## config.mk

```make
export PLATFORM = sky130hd
export DESIGN_NAME = mem_addr_gen_flat
export DESIGN_NICKNAME = d
export VERILOG_FILES = /design/src/rtl/mem_addr_gen_pkg.sv /design/src/rtl/mem_addr_gen_if.sv /design/src/rtl/mem_addr_wrap_cnt.sv /design/src/rtl/mem_addr_gen.sv /design/src/flat_wrapper.sv
export SDC_FILE = /design/constraint.sdc
export NUM_CORES = 1
export LEC_CHECK = 0
export CORE_UTILIZATION = 40
export CTS_BUF_LIST = sky130_fd_sc_hd__clkbuf_4 sky130_fd_sc_hd__clkbuf_8
export DETAILED_ROUTE_END_ITERATION = 8
export HOLD_SLACK_MARGIN = 0.08
export PLACE_DENSITY_LB_ADDON = 0.15
export SYNTH_ARGS = -nofsm -noshare
export SYNTH_HDL_FRONTEND = slang
export SYNTH_SLANG_ARGS = --single-unit
```

## constraint.sdc

```tcl
create_clock -name clk -period 7.63 [get_ports clk]
set_input_delay 0.763 -clock clk [delete_from_list [all_inputs] [get_ports clk]]
set_output_delay 0.763 -clock clk [all_outputs]
set_load 0.01 [all_outputs]
```

## src/rtl/mem_addr_gen_pkg.sv

```systemverilog
// Shared definitions for the mem_addr_gen block.
//
// Contents:
//   ADDR_WIDTH_DEFAULT - default width of the generated address (33)
//   PASS_WIDTH_DEFAULT - default width of the pass counters (16)
//   state_t            - controller state encoding
//
// Build option: MEM_ADDR_GEN_GAP_EN adds the GAP state, which inserts one
// idle cycle after every transfer. Without it the GAP state does not exist.
package mem_addr_gen_pkg;

    localparam int ADDR_WIDTH_DEFAULT = 33;
    localparam int PASS_WIDTH_DEFAULT = 16;

`ifdef MEM_ADDR_GEN_GAP_EN
    typedef enum logic [1:0] {
        ST_IDLE = 2'd0,
        ST_RUN  = 2'd1,
        ST_DONE = 2'd2,
        ST_GAP  = 2'd3
    } state_t;
`else
    typedef enum logic [1:0] {
        ST_IDLE = 2'd0,
        ST_RUN  = 2'd1,
        ST_DONE = 2'd2
    } state_t;
`endif

endpackage

```

## src/rtl/mem_addr_gen_if.sv

```systemverilog
// Command and address-stream bundle of the mem_addr_gen block.
//
// Signals:
//   start, abort          - sequence control (host -> generator)
//   start_addr, end_addr  - inclusive address range of one pass
//   pass_count            - number of passes to run
//   addr_out, addr_valid  - generated address stream (generator -> sink)
//   addr_ready            - sink accepts the current address
//   busy, done, pass_idx  - status (generator -> host)
//
// Modports:
//   master - host/sink side: drives commands and addr_ready
//   slave  - the generator itself
//
// Build option: MEM_ADDR_GEN_GAP_EN (no effect on this file).
interface mem_addr_gen_if
    import mem_addr_gen_pkg::*;
#(
    parameter int ADDR_WIDTH = ADDR_WIDTH_DEFAULT,
    parameter int PASS_WIDTH = PASS_WIDTH_DEFAULT
);

    logic                  start;
    logic                  abort;
    logic [ADDR_WIDTH-1:0] start_addr;
    logic [ADDR_WIDTH-1:0] end_addr;
    logic [PASS_WIDTH-1:0] pass_count;
    logic [ADDR_WIDTH-1:0] addr_out;
    logic                  addr_valid;
    logic                  addr_ready;
    logic                  busy;
    logic                  done;
    logic [PASS_WIDTH-1:0] pass_idx;

    modport master (
        output start, abort, start_addr, end_addr, pass_count, addr_ready,
        input  addr_out, addr_valid, busy, done, pass_idx
    );

    modport slave (
        input  start, abort, start_addr, end_addr, pass_count, addr_ready,
        output addr_out, addr_valid, busy, done, pass_idx
    );

endinterface

```

## src/rtl/mem_addr_wrap_cnt.sv

```systemverilog
// Loadable, enabled address counter that wraps modulo 2^ADDR_WIDTH and
// flags when it sits on a programmed end value.
//
// Ports:
//   clk      - clock, rising edge
//   rst      - synchronous active-low reset, clears the count
//   load     - load load_val (takes priority over en)
//   load_val - value to load
//   en       - increment by one, wrapping from all-ones to zero
//   end_val  - value compared against the count
//   count    - current count
//   at_end   - count equals end_val
//
// Build option: MEM_ADDR_GEN_GAP_EN (no effect on this file).
module mem_addr_wrap_cnt
    import mem_addr_gen_pkg::*;
#(
    parameter int ADDR_WIDTH = ADDR_WIDTH_DEFAULT
) (
    input  logic                  clk,
    input  logic                  rst,
    input  logic                  load,
    input  logic [ADDR_WIDTH-1:0] load_val,
    input  logic                  en,
    input  logic [ADDR_WIDTH-1:0] end_val,
    output logic [ADDR_WIDTH-1:0] count,
    output logic                  at_end
);

    // The natural overflow of the adder gives the modulo-2^N wrap.
    always_ff @(posedge clk) begin
        if (!rst) begin
            count <= '0;
        end else if (load) begin
            count <= load_val;
        end else if (en) begin
            count <= count + ADDR_WIDTH'(1);
        end
    end

    assign at_end = (count == end_val);

endmodule

```

## src/rtl/mem_addr_gen.sv

```systemverilog
// Multi-pass address sequence generator. On start it latches an inclusive
// address range and a pass count, then streams every address of the range
// (wrapping through zero when end_addr < start_addr) once per pass over a
// valid/ready handshake. A one-cycle done pulse marks the end of the final
// pass; abort returns to IDLE without a done pulse.
//
// Ports:
//   clk - clock, rising edge
//   rst - synchronous active-low reset, overrides every other input
//   bus - mem_addr_gen_if.slave: commands, address stream and status
//
// Build option: MEM_ADDR_GEN_GAP_EN inserts one GAP cycle (addr_valid=0)
// after every transfer except the one that completes the final pass.
module mem_addr_gen
    import mem_addr_gen_pkg::*;
#(
    parameter int ADDR_WIDTH = ADDR_WIDTH_DEFAULT,
    parameter int PASS_WIDTH = PASS_WIDTH_DEFAULT
) (
    input  logic         clk,
    input  logic         rst,
    mem_addr_gen_if.slave bus
);

    state_t                state;
    logic [ADDR_WIDTH-1:0] start_lat;
    logic [ADDR_WIDTH-1:0] end_lat;
    logic [PASS_WIDTH-1:0] passes_lat;
    logic [PASS_WIDTH-1:0] pass_idx;
    logic                  addr_valid;
    logic                  busy;
    logic                  done;

    logic                  xfer;
    logic                  last_pass;
    logic                  cnt_load;
    logic                  cnt_en;
    logic [ADDR_WIDTH-1:0] cnt_load_val;
    logic [ADDR_WIDTH-1:0] addr;
    logic                  at_end;

    assign xfer      = addr_valid && bus.addr_ready;
    // passes_lat is never zero while in RUN, so the subtraction cannot wrap there.
    assign last_pass = (pass_idx == passes_lat - PASS_WIDTH'(1));

    // Counter control is decoded from the same state and inputs the FSM sees,
    // so the address and the FSM registers move on the same edge.
    always_comb begin
        cnt_load     = 1'b0;
        cnt_en       = 1'b0;
        cnt_load_val = bus.start_addr;
        case (state)
            ST_IDLE: begin
                if (bus.start && (bus.pass_count != '0)) begin
                    cnt_load = 1'b1;
                end
            end
            ST_RUN: begin
                if (!bus.abort && xfer) begin
                    if (at_end) begin
                        if (!last_pass) begin
                            cnt_load     = 1'b1;
                            cnt_load_val = start_lat;
                        end
                    end else begin
                        cnt_en = 1'b1;
                    end
                end
            end
            default: begin
            end
        endcase
    end

    mem_addr_wrap_cnt #(
        .ADDR_WIDTH (ADDR_WIDTH)
    ) u_cnt (
        .clk      (clk),
        .rst      (rst),
        .load     (cnt_load),
        .load_val (cnt_load_val),
        .en       (cnt_en),
        .end_val  (end_lat),
        .count    (addr),
        .at_end   (at_end)
    );

    // Latched configuration: only read after start has loaded it, so it
    // carries no reset.
    always_ff @(posedge clk) begin
        if ((state == ST_IDLE) && bus.start) begin
            start_lat  <= bus.start_addr;
            end_lat    <= bus.end_addr;
            passes_lat <= bus.pass_count;
        end
    end

    always_ff @(posedge clk) begin
        if (!rst) begin
            state      <= ST_IDLE;
            pass_idx   <= '0;
            addr_valid <= 1'b0;
            busy       <= 1'b0;
            done       <= 1'b0;
        end else begin
            done <= 1'b0;
            case (state)
                ST_IDLE: begin
                    if (bus.start) begin
                        pass_idx <= '0;
                        busy     <= 1'b1;
                        if (bus.pass_count == '0) begin
                            state <= ST_DONE;
                            done  <= 1'b1;
                        end else begin
                            state      <= ST_RUN;
                            addr_valid <= 1'b1;
                        end
                    end
                end
                ST_RUN: begin
                    if (bus.abort) begin
                        state      <= ST_IDLE;
                        addr_valid <= 1'b0;
                        busy       <= 1'b0;
                    end else if (xfer) begin
                        if (at_end && last_pass) begin
                            state      <= ST_DONE;
                            addr_valid <= 1'b0;
                            done       <= 1'b1;
                        end else begin
                            if (at_end) begin
                                pass_idx <= pass_idx + PASS_WIDTH'(1);
                            end
`ifdef MEM_ADDR_GEN_GAP_EN
                            state      <= ST_GAP;
                            addr_valid <= 1'b0;
`endif
                        end
                    end
                end
`ifdef MEM_ADDR_GEN_GAP_EN
                ST_GAP: begin
                    if (bus.abort) begin
                        state <= ST_IDLE;
                        busy  <= 1'b0;
                    end else begin
                        state      <= ST_RUN;
                        addr_valid <= 1'b1;
                    end
                end
`endif
                // DONE always lasts one cycle; abort here leads to the same place.
                ST_DONE: begin
                    state <= ST_IDLE;
                    busy  <= 1'b0;
                end
                default: begin
                    state      <= ST_IDLE;
                    addr_valid <= 1'b0;
                    busy       <= 1'b0;
                end
            endcase
        end
    end

    assign bus.addr_out   = addr;
    assign bus.addr_valid = addr_valid;
    assign bus.busy       = busy;
    assign bus.done       = done;
    assign bus.pass_idx   = pass_idx;

endmodule

```

## src/flat_wrapper.sv

```systemverilog
// flat-port wrapper written by rule: the top's interface ports become plain ports
module mem_addr_gen_flat import mem_addr_gen_pkg::*;
#(
    parameter int ADDR_WIDTH = ADDR_WIDTH_DEFAULT,
    parameter int PASS_WIDTH = PASS_WIDTH_DEFAULT
)
  (clk, rst, bus_start, bus_abort, bus_start_addr, bus_end_addr, bus_pass_count, bus_addr_ready, bus_addr_out, bus_addr_valid, bus_busy, bus_done, bus_pass_idx);
  mem_addr_gen_if #(.ADDR_WIDTH(ADDR_WIDTH), .PASS_WIDTH(PASS_WIDTH)) bus_i ();
  input  logic clk;
  input  logic rst;
  input wire logic [$bits(bus_i.start)-1:0] bus_start;
  input wire logic [$bits(bus_i.abort)-1:0] bus_abort;
  input wire logic [$bits(bus_i.start_addr)-1:0] bus_start_addr;
  input wire logic [$bits(bus_i.end_addr)-1:0] bus_end_addr;
  input wire logic [$bits(bus_i.pass_count)-1:0] bus_pass_count;
  input wire logic [$bits(bus_i.addr_ready)-1:0] bus_addr_ready;
  output wire logic [$bits(bus_i.addr_out)-1:0] bus_addr_out;
  output wire logic [$bits(bus_i.addr_valid)-1:0] bus_addr_valid;
  output wire logic [$bits(bus_i.busy)-1:0] bus_busy;
  output wire logic [$bits(bus_i.done)-1:0] bus_done;
  output wire logic [$bits(bus_i.pass_idx)-1:0] bus_pass_idx;
  assign bus_i.start = bus_start;
  assign bus_i.abort = bus_abort;
  assign bus_i.start_addr = bus_start_addr;
  assign bus_i.end_addr = bus_end_addr;
  assign bus_i.pass_count = bus_pass_count;
  assign bus_i.addr_ready = bus_addr_ready;
  assign bus_addr_out = bus_i.addr_out;
  assign bus_addr_valid = bus_i.addr_valid;
  assign bus_busy = bus_i.busy;
  assign bus_done = bus_i.done;
  assign bus_pass_idx = bus_i.pass_idx;
  mem_addr_gen #(.ADDR_WIDTH(ADDR_WIDTH), .PASS_WIDTH(PASS_WIDTH)) u_core (.clk(clk), .rst(rst), .bus(bus_i));
endmodule
```

==> metrics.txt <==
# TYPE chip_impl_metric gauge
chip_impl_metric{name="average_cell_area_after_synthesis",unit="µm²"} 10.37
chip_impl_metric{name="cts_num_sinks",unit=""} 136
chip_impl_metric{name="net-switching-power",unit="µW"} 437.2
chip_impl_metric{name="cpPeakStageDelay",unit="ns"} 0.85
chip_impl_metric{name="p_sw_frac",unit=""} 0.2703
chip_impl_metric{name="setup-tns-final",unit="ns"} 0
chip_impl_metric{name="route.detailed.wl_per_inst",unit="µm"} 19.52
chip_impl_metric{name="power.static_leakage",unit="µW"} 0.003042
chip_impl_metric{name="hpwl",unit="µm"} 14360
chip_impl_metric{name="internal_power",unit="µW"} 1180
chip_impl_metric{name="grt_max_degree",unit=""} 40
chip_impl_metric{name="synth-seq-area-share",unit=""} 0.5255
chip_impl_metric{name="layout_min_cycle_time",unit="ns"} 4.104
chip_impl_metric{name="syn_inst",unit=""} 650
chip_impl_metric{name="numPortBuffers",unit=""} 138
chip_impl_info{name="synth_flop_cell",value="sky130_fd_sc_hd__edfxtp_1"} 1
chip_impl_metric{name="first_global_vias",unit=""} 5565
chip_impl_info{name="highest_layer",value="met4"} 1
chip_impl_metric{name="post_route_fraction_of_the_period_consumed_by_the_critical_path",unit=""} 0.5378
chip_impl_metric{name="start_util",unit=""} 0.4080
chip_impl_metric{name="remaining_drc_errors",unit=""} 0
chip_impl_info{name="startpoint_type",value="flip-flop"} 1
chip_impl_info{name="synth_top_cells_by_area",value="sky130_fd_sc_hd__edfxtp_1, sky130_fd_sc_hd__dfxtp_1, sky130_fd_sc_hd__xor2_1"} 1
chip_impl_metric{name="ant_nets",unit=""} 0
chip_impl_metric{name="ir_worst_vdd",unit="mV"} 0.1348
chip_impl_metric{name="cp_data_arrival_time",unit="ns"} 4.50
chip_impl_metric{name="finalClockSkew",unit="ns"} 0.01502
chip_impl_metric{name="tritoncts.num_buffers",unit=""} 17
chip_impl_metric{name="die_w",unit="µm"} 131.8
chip_impl_info{name="timing_worst_setup_path_type",value="flip-flop to flip-flop"} 1
chip_impl_metric{name="synth_async_sr_flop_share",unit=""} 0
chip_impl_metric{name="max_slew_margin",unit=""} 0.2854
chip_impl_metric{name="holdBufCountCts",unit=""} 0
chip_impl_metric{name="met3RoutedLength",unit="µm"} 1281
chip_impl_info{name="critical_path.endpoint_type",value="flip-flop"} 1
chip_impl_metric{name="post_cts_resize_count",unit=""} 0
chip_impl_metric{name="grt_overflow",unit=""} 0
chip_impl_metric{name="groute.usage.overall",unit=""} 0.2322
chip_impl_info{name="rsz0062_at_grt",value="no"} 1
chip_impl_metric{name="mappedNetlistArea",unit="mm²"} 0.006743
chip_impl_info{name="cts_tree",value="done"} 1
chip_impl_metric{name="yosysUniqueCellTypes",unit=""} 67
chip_impl_metric{name="finalHoldViolCount",unit=""} 0
chip_impl_metric{name="overall_routed_net_length",unit="µm"} 19810
chip_impl_metric{name="worstHoldPathCells",unit=""} 1
chip_impl_metric{name="combinationalPowerShare",unit=""} 0.120
chip_impl_metric{name="synth-seq-cells",unit=""} 136
chip_impl_info{name="synth_area_leader_cell",value="sky130_fd_sc_hd__edfxtp_1"} 1
chip_impl_metric{name="final_layout_size_suffix_gt1_frac",unit=""} 0.06792
chip_impl_metric{name="cp_data_required_time",unit="ns"} 8.02
chip_impl_metric{name="wl_met1",unit="µm"} 8713
chip_impl_metric{name="clk_pin_slew_worst_paths",unit="ns"} 0.08
chip_impl_info{name="min_path_type",value="flip-flop to flip-flop"} 1
chip_impl_metric{name="wl_met2",unit="µm"} 9412
chip_impl_metric{name="final_count_of_pins_violating_max_slew",unit=""} 0
chip_impl_metric{name="critical_path.max_fanout",unit=""} 15
chip_impl_metric{name="grt_pass1_wl",unit="µm"} 31080
chip_impl_metric{name="power_frac_seq",unit=""} 0.535
chip_impl_info{name="critical_path.slowest_cell",value="sky130_fd_sc_hd__nor4_2"} 1
chip_impl_metric{name="row_count",unit=""} 47
chip_impl_metric{name="tightestPinTransition",unit="ns"} 1.065
chip_impl_metric{name="syn_nets",unit=""} 740
chip_impl_metric{name="detailedRoute.firstPassIterationCount",unit=""} 5
chip_impl_metric{name="cts_max_level",unit=""} 4
chip_impl_metric{name="clockPowerShare",unit=""} 0.345
chip_impl_metric{name="cts-root-to-sink-buffers",unit=""} 2
chip_impl_metric{name="layout.core_utilization",unit=""} 0.5249
chip_impl_metric{name="place_congestion",unit=""} 0.8511
chip_impl_info{name="outcome",value="complete, no violations"} 1
chip_impl_info{name="timing.critical_path.cells",value="nor4_2, nand3_1, nor4_1, o221ai_2, nor3_2, o21ai_1, a211oi_1, a21o_1"} 1
chip_impl_metric{name="cellPowerDensity",unit="mW/mm²"} 186.5
chip_impl_info{name="ctsRootBufferMaster",value="sky130_fd_sc_hd__clkbuf_8"} 1
chip_impl_metric{name="overall_via_count_from_detail_route",unit=""} 5720
chip_impl_metric{name="vias_per_cell",unit=""} 5.635
chip_impl_metric{name="synth.top_cell.area_share",unit=""} 0.3652
chip_impl_metric{name="fp.dieH",unit="µm"} 131.8
chip_impl_metric{name="p_r_area_growth_vs_syn",unit="%"} 28.63
chip_impl_metric{name="endpoints_failing_setup",unit=""} 0
chip_impl_metric{name="grt_antenna_before_repair",unit=""} 0
chip_impl_metric{name="pin_count",unit=""} 139
chip_impl_metric{name="finalNetCount",unit=""} 872
chip_impl_metric{name="clk-insertion-delay-late",unit="ns"} 0.45
chip_impl_metric{name="cts.repair_timing.setup_buffer_count",unit=""} 0
chip_impl_metric{name="yosysWarnings",unit=""} 0
chip_impl_metric{name="r2r_cells",unit=""} 8
chip_impl_metric{name="synth-edff-count",unit=""} 82
chip_impl_metric{name="design.core.area",unit="mm²"} 0.01652
chip_impl_metric{name="achievable-frequency",unit="MHz"} 243.7
chip_impl_metric{name="max_cap_violation_count",unit=""} 0
chip_impl_metric{name="diodes",unit=""} 0
chip_impl_metric{name="floorplan.die_area",unit="mm²"} 0.01738
chip_impl_metric{name="detail_route.iter0.violations",unit=""} 451
## kinds of logic after synthesis
kind of cell | Yosys count | share of synthesized area
simple gates | 234 | 0.1900
mux | 6 | 0.008907
buf+inv | 51 | 0.03303
xor+xnor | 71 | 0.09223
flops | 136 | 0.5255
compound gates | 149 | 0.1447
fa+ha+maj | 3 | 0.005567
## worst max-delay path, delay by kind of cell, from the launching register on
kind               cells  cell delay, ns
and+or+nand+nor        4            2.38
DFF                    1            0.50
AOI/OAI and AO/OA      4            1.17
## synthesized netlist by cell type (5+ instances only)
cell and count:
sky130_fd_sc_hd__a211oi_1 11, sky130_fd_sc_hd__a21o_1 9, sky130_fd_sc_hd__a21oi_1 30, sky130_fd_sc_hd__a22oi_1 11, sky130_fd_sc_hd__a31oi_1 10, sky130_fd_sc_hd__and3_1 15
sky130_fd_sc_hd__and4_1 8, sky130_fd_sc_hd__buf_2 10, sky130_fd_sc_hd__clkbuf_1 17, sky130_fd_sc_hd__dfxtp_1 54, sky130_fd_sc_hd__edfxtp_1 82, sky130_fd_sc_hd__inv_1 20
sky130_fd_sc_hd__mux2i_1 6, sky130_fd_sc_hd__nand2_1 36, sky130_fd_sc_hd__nand2b_1 8, sky130_fd_sc_hd__nand3_1 31, sky130_fd_sc_hd__nand4_1 12, sky130_fd_sc_hd__nor2_1 41
sky130_fd_sc_hd__nor2b_1 5, sky130_fd_sc_hd__nor3_1 20, sky130_fd_sc_hd__nor4_1 22, sky130_fd_sc_hd__o21ai_0 35, sky130_fd_sc_hd__o31ai_1 12, sky130_fd_sc_hd__or3_1 9
sky130_fd_sc_hd__xnor2_1 32, sky130_fd_sc_hd__xor2_1 39
## through the flow
stage	cells	cell area, µm²	power [µW]	setup slack, ns	hold slack, ns
2_1_floorplan	650	6743	967.0	2.848	0.4195
3_3_place_gp	983	8309	1072	3.602	0.4295
3_5_place_dp	983	8309	1076	3.520	0.4266
4_1_cts	1015	8673	1627	3.498	0.4507
5_1_grt	1015	8673	1680	3.025	0.4699
6_report	1015	8673	1618	3.526	0.4480
## per-layer routing
metal / up-vias / global-route usage
li1: 2703 / -
met1: 2750 / 0.3067
met2: 239 / 0.3783
met3: 28 / 0.05152
met4: 0 / 0.07494
met5: - / 0
## cell type report
class | count | area (µm²)
flip-flops and latches | 136 | 3543
multi-input cells | 463 | 2989
well taps | 220 | 275.3
clock inverters | 12 | 88.84
clock buffers | 20 | 275.3
fillers | 1492 | 7851
inverters | 20 | 75.07
repair buffers | 144 | 1426
## sequential cells by signal (all words and copies together) (netlist names)
| register | count |
|---|---|
| u_core.end_lat | 33 |
| u_core.start_lat | 33 |
| u_core.u_cnt.count | 33 |
| u_core.bus.pass_idx | 16 |
| u_core.passes_lat | 16 |
| u_core.state | 2 |
| u_core.bus.addr_valid | 1 |
| u_core.bus.busy | 1 |
| u_core.bus.done | 1 |
## layout by cell type, fill, tap and decap left out, types with 15 or more instances in the layout
cell type | synthesis | final
sky130_fd_sc_hd__clkbuf_8 | 0 | 20
sky130_fd_sc_hd__xnor2_1 | 32 | 32
sky130_fd_sc_hd__nor2_1 | 41 | 41
sky130_fd_sc_hd__o21ai_0 | 35 | 35
sky130_fd_sc_hd__edfxtp_1 | 82 | 82
sky130_fd_sc_hd__inv_1 | 20 | 20
sky130_fd_sc_hd__xor2_1 | 39 | 39
sky130_fd_sc_hd__nand2_1 | 36 | 36
sky130_fd_sc_hd__dfxtp_1 | 54 | 54
sky130_fd_sc_hd__and3_1 | 15 | 15
sky130_fd_sc_hd__nor4_1 | 22 | 22
sky130_fd_sc_hd__nand3_1 | 31 | 31
sky130_fd_sc_hd__clkdlybuf4s50_1 | 0 | 138
sky130_fd_sc_hd__nor3_1 | 20 | 20
sky130_fd_sc_hd__a21oi_1 | 30 | 30
## power groups by stage
stage / sequential [µW] / combinational, µW / clock [µW]
global route: 869 / 213 / 598
global placement: 880 / 192 / 0
finish: 865 / 195 / 558
CTS: 864 / 196 / 566
detailed placement: 881 / 195 / 0
floorplan: 874 / 92.9 / 0
## final timing paths
check / slack (ns) / from / endpoint
max: 3.53 / u_core.passes_lat[3] / u_core.u_cnt.count[14]
min: 0.45 / u_core.start_lat[17] / u_core.u_cnt.count[17]
max reg2reg: 3.53 / u_core.passes_lat[3] / u_core.u_cnt.count[14]
min reg2reg: 0.45 / u_core.start_lat[17] / u_core.u_cnt.count[17]
No activity file was read; power rests on OpenSTA's default activity.
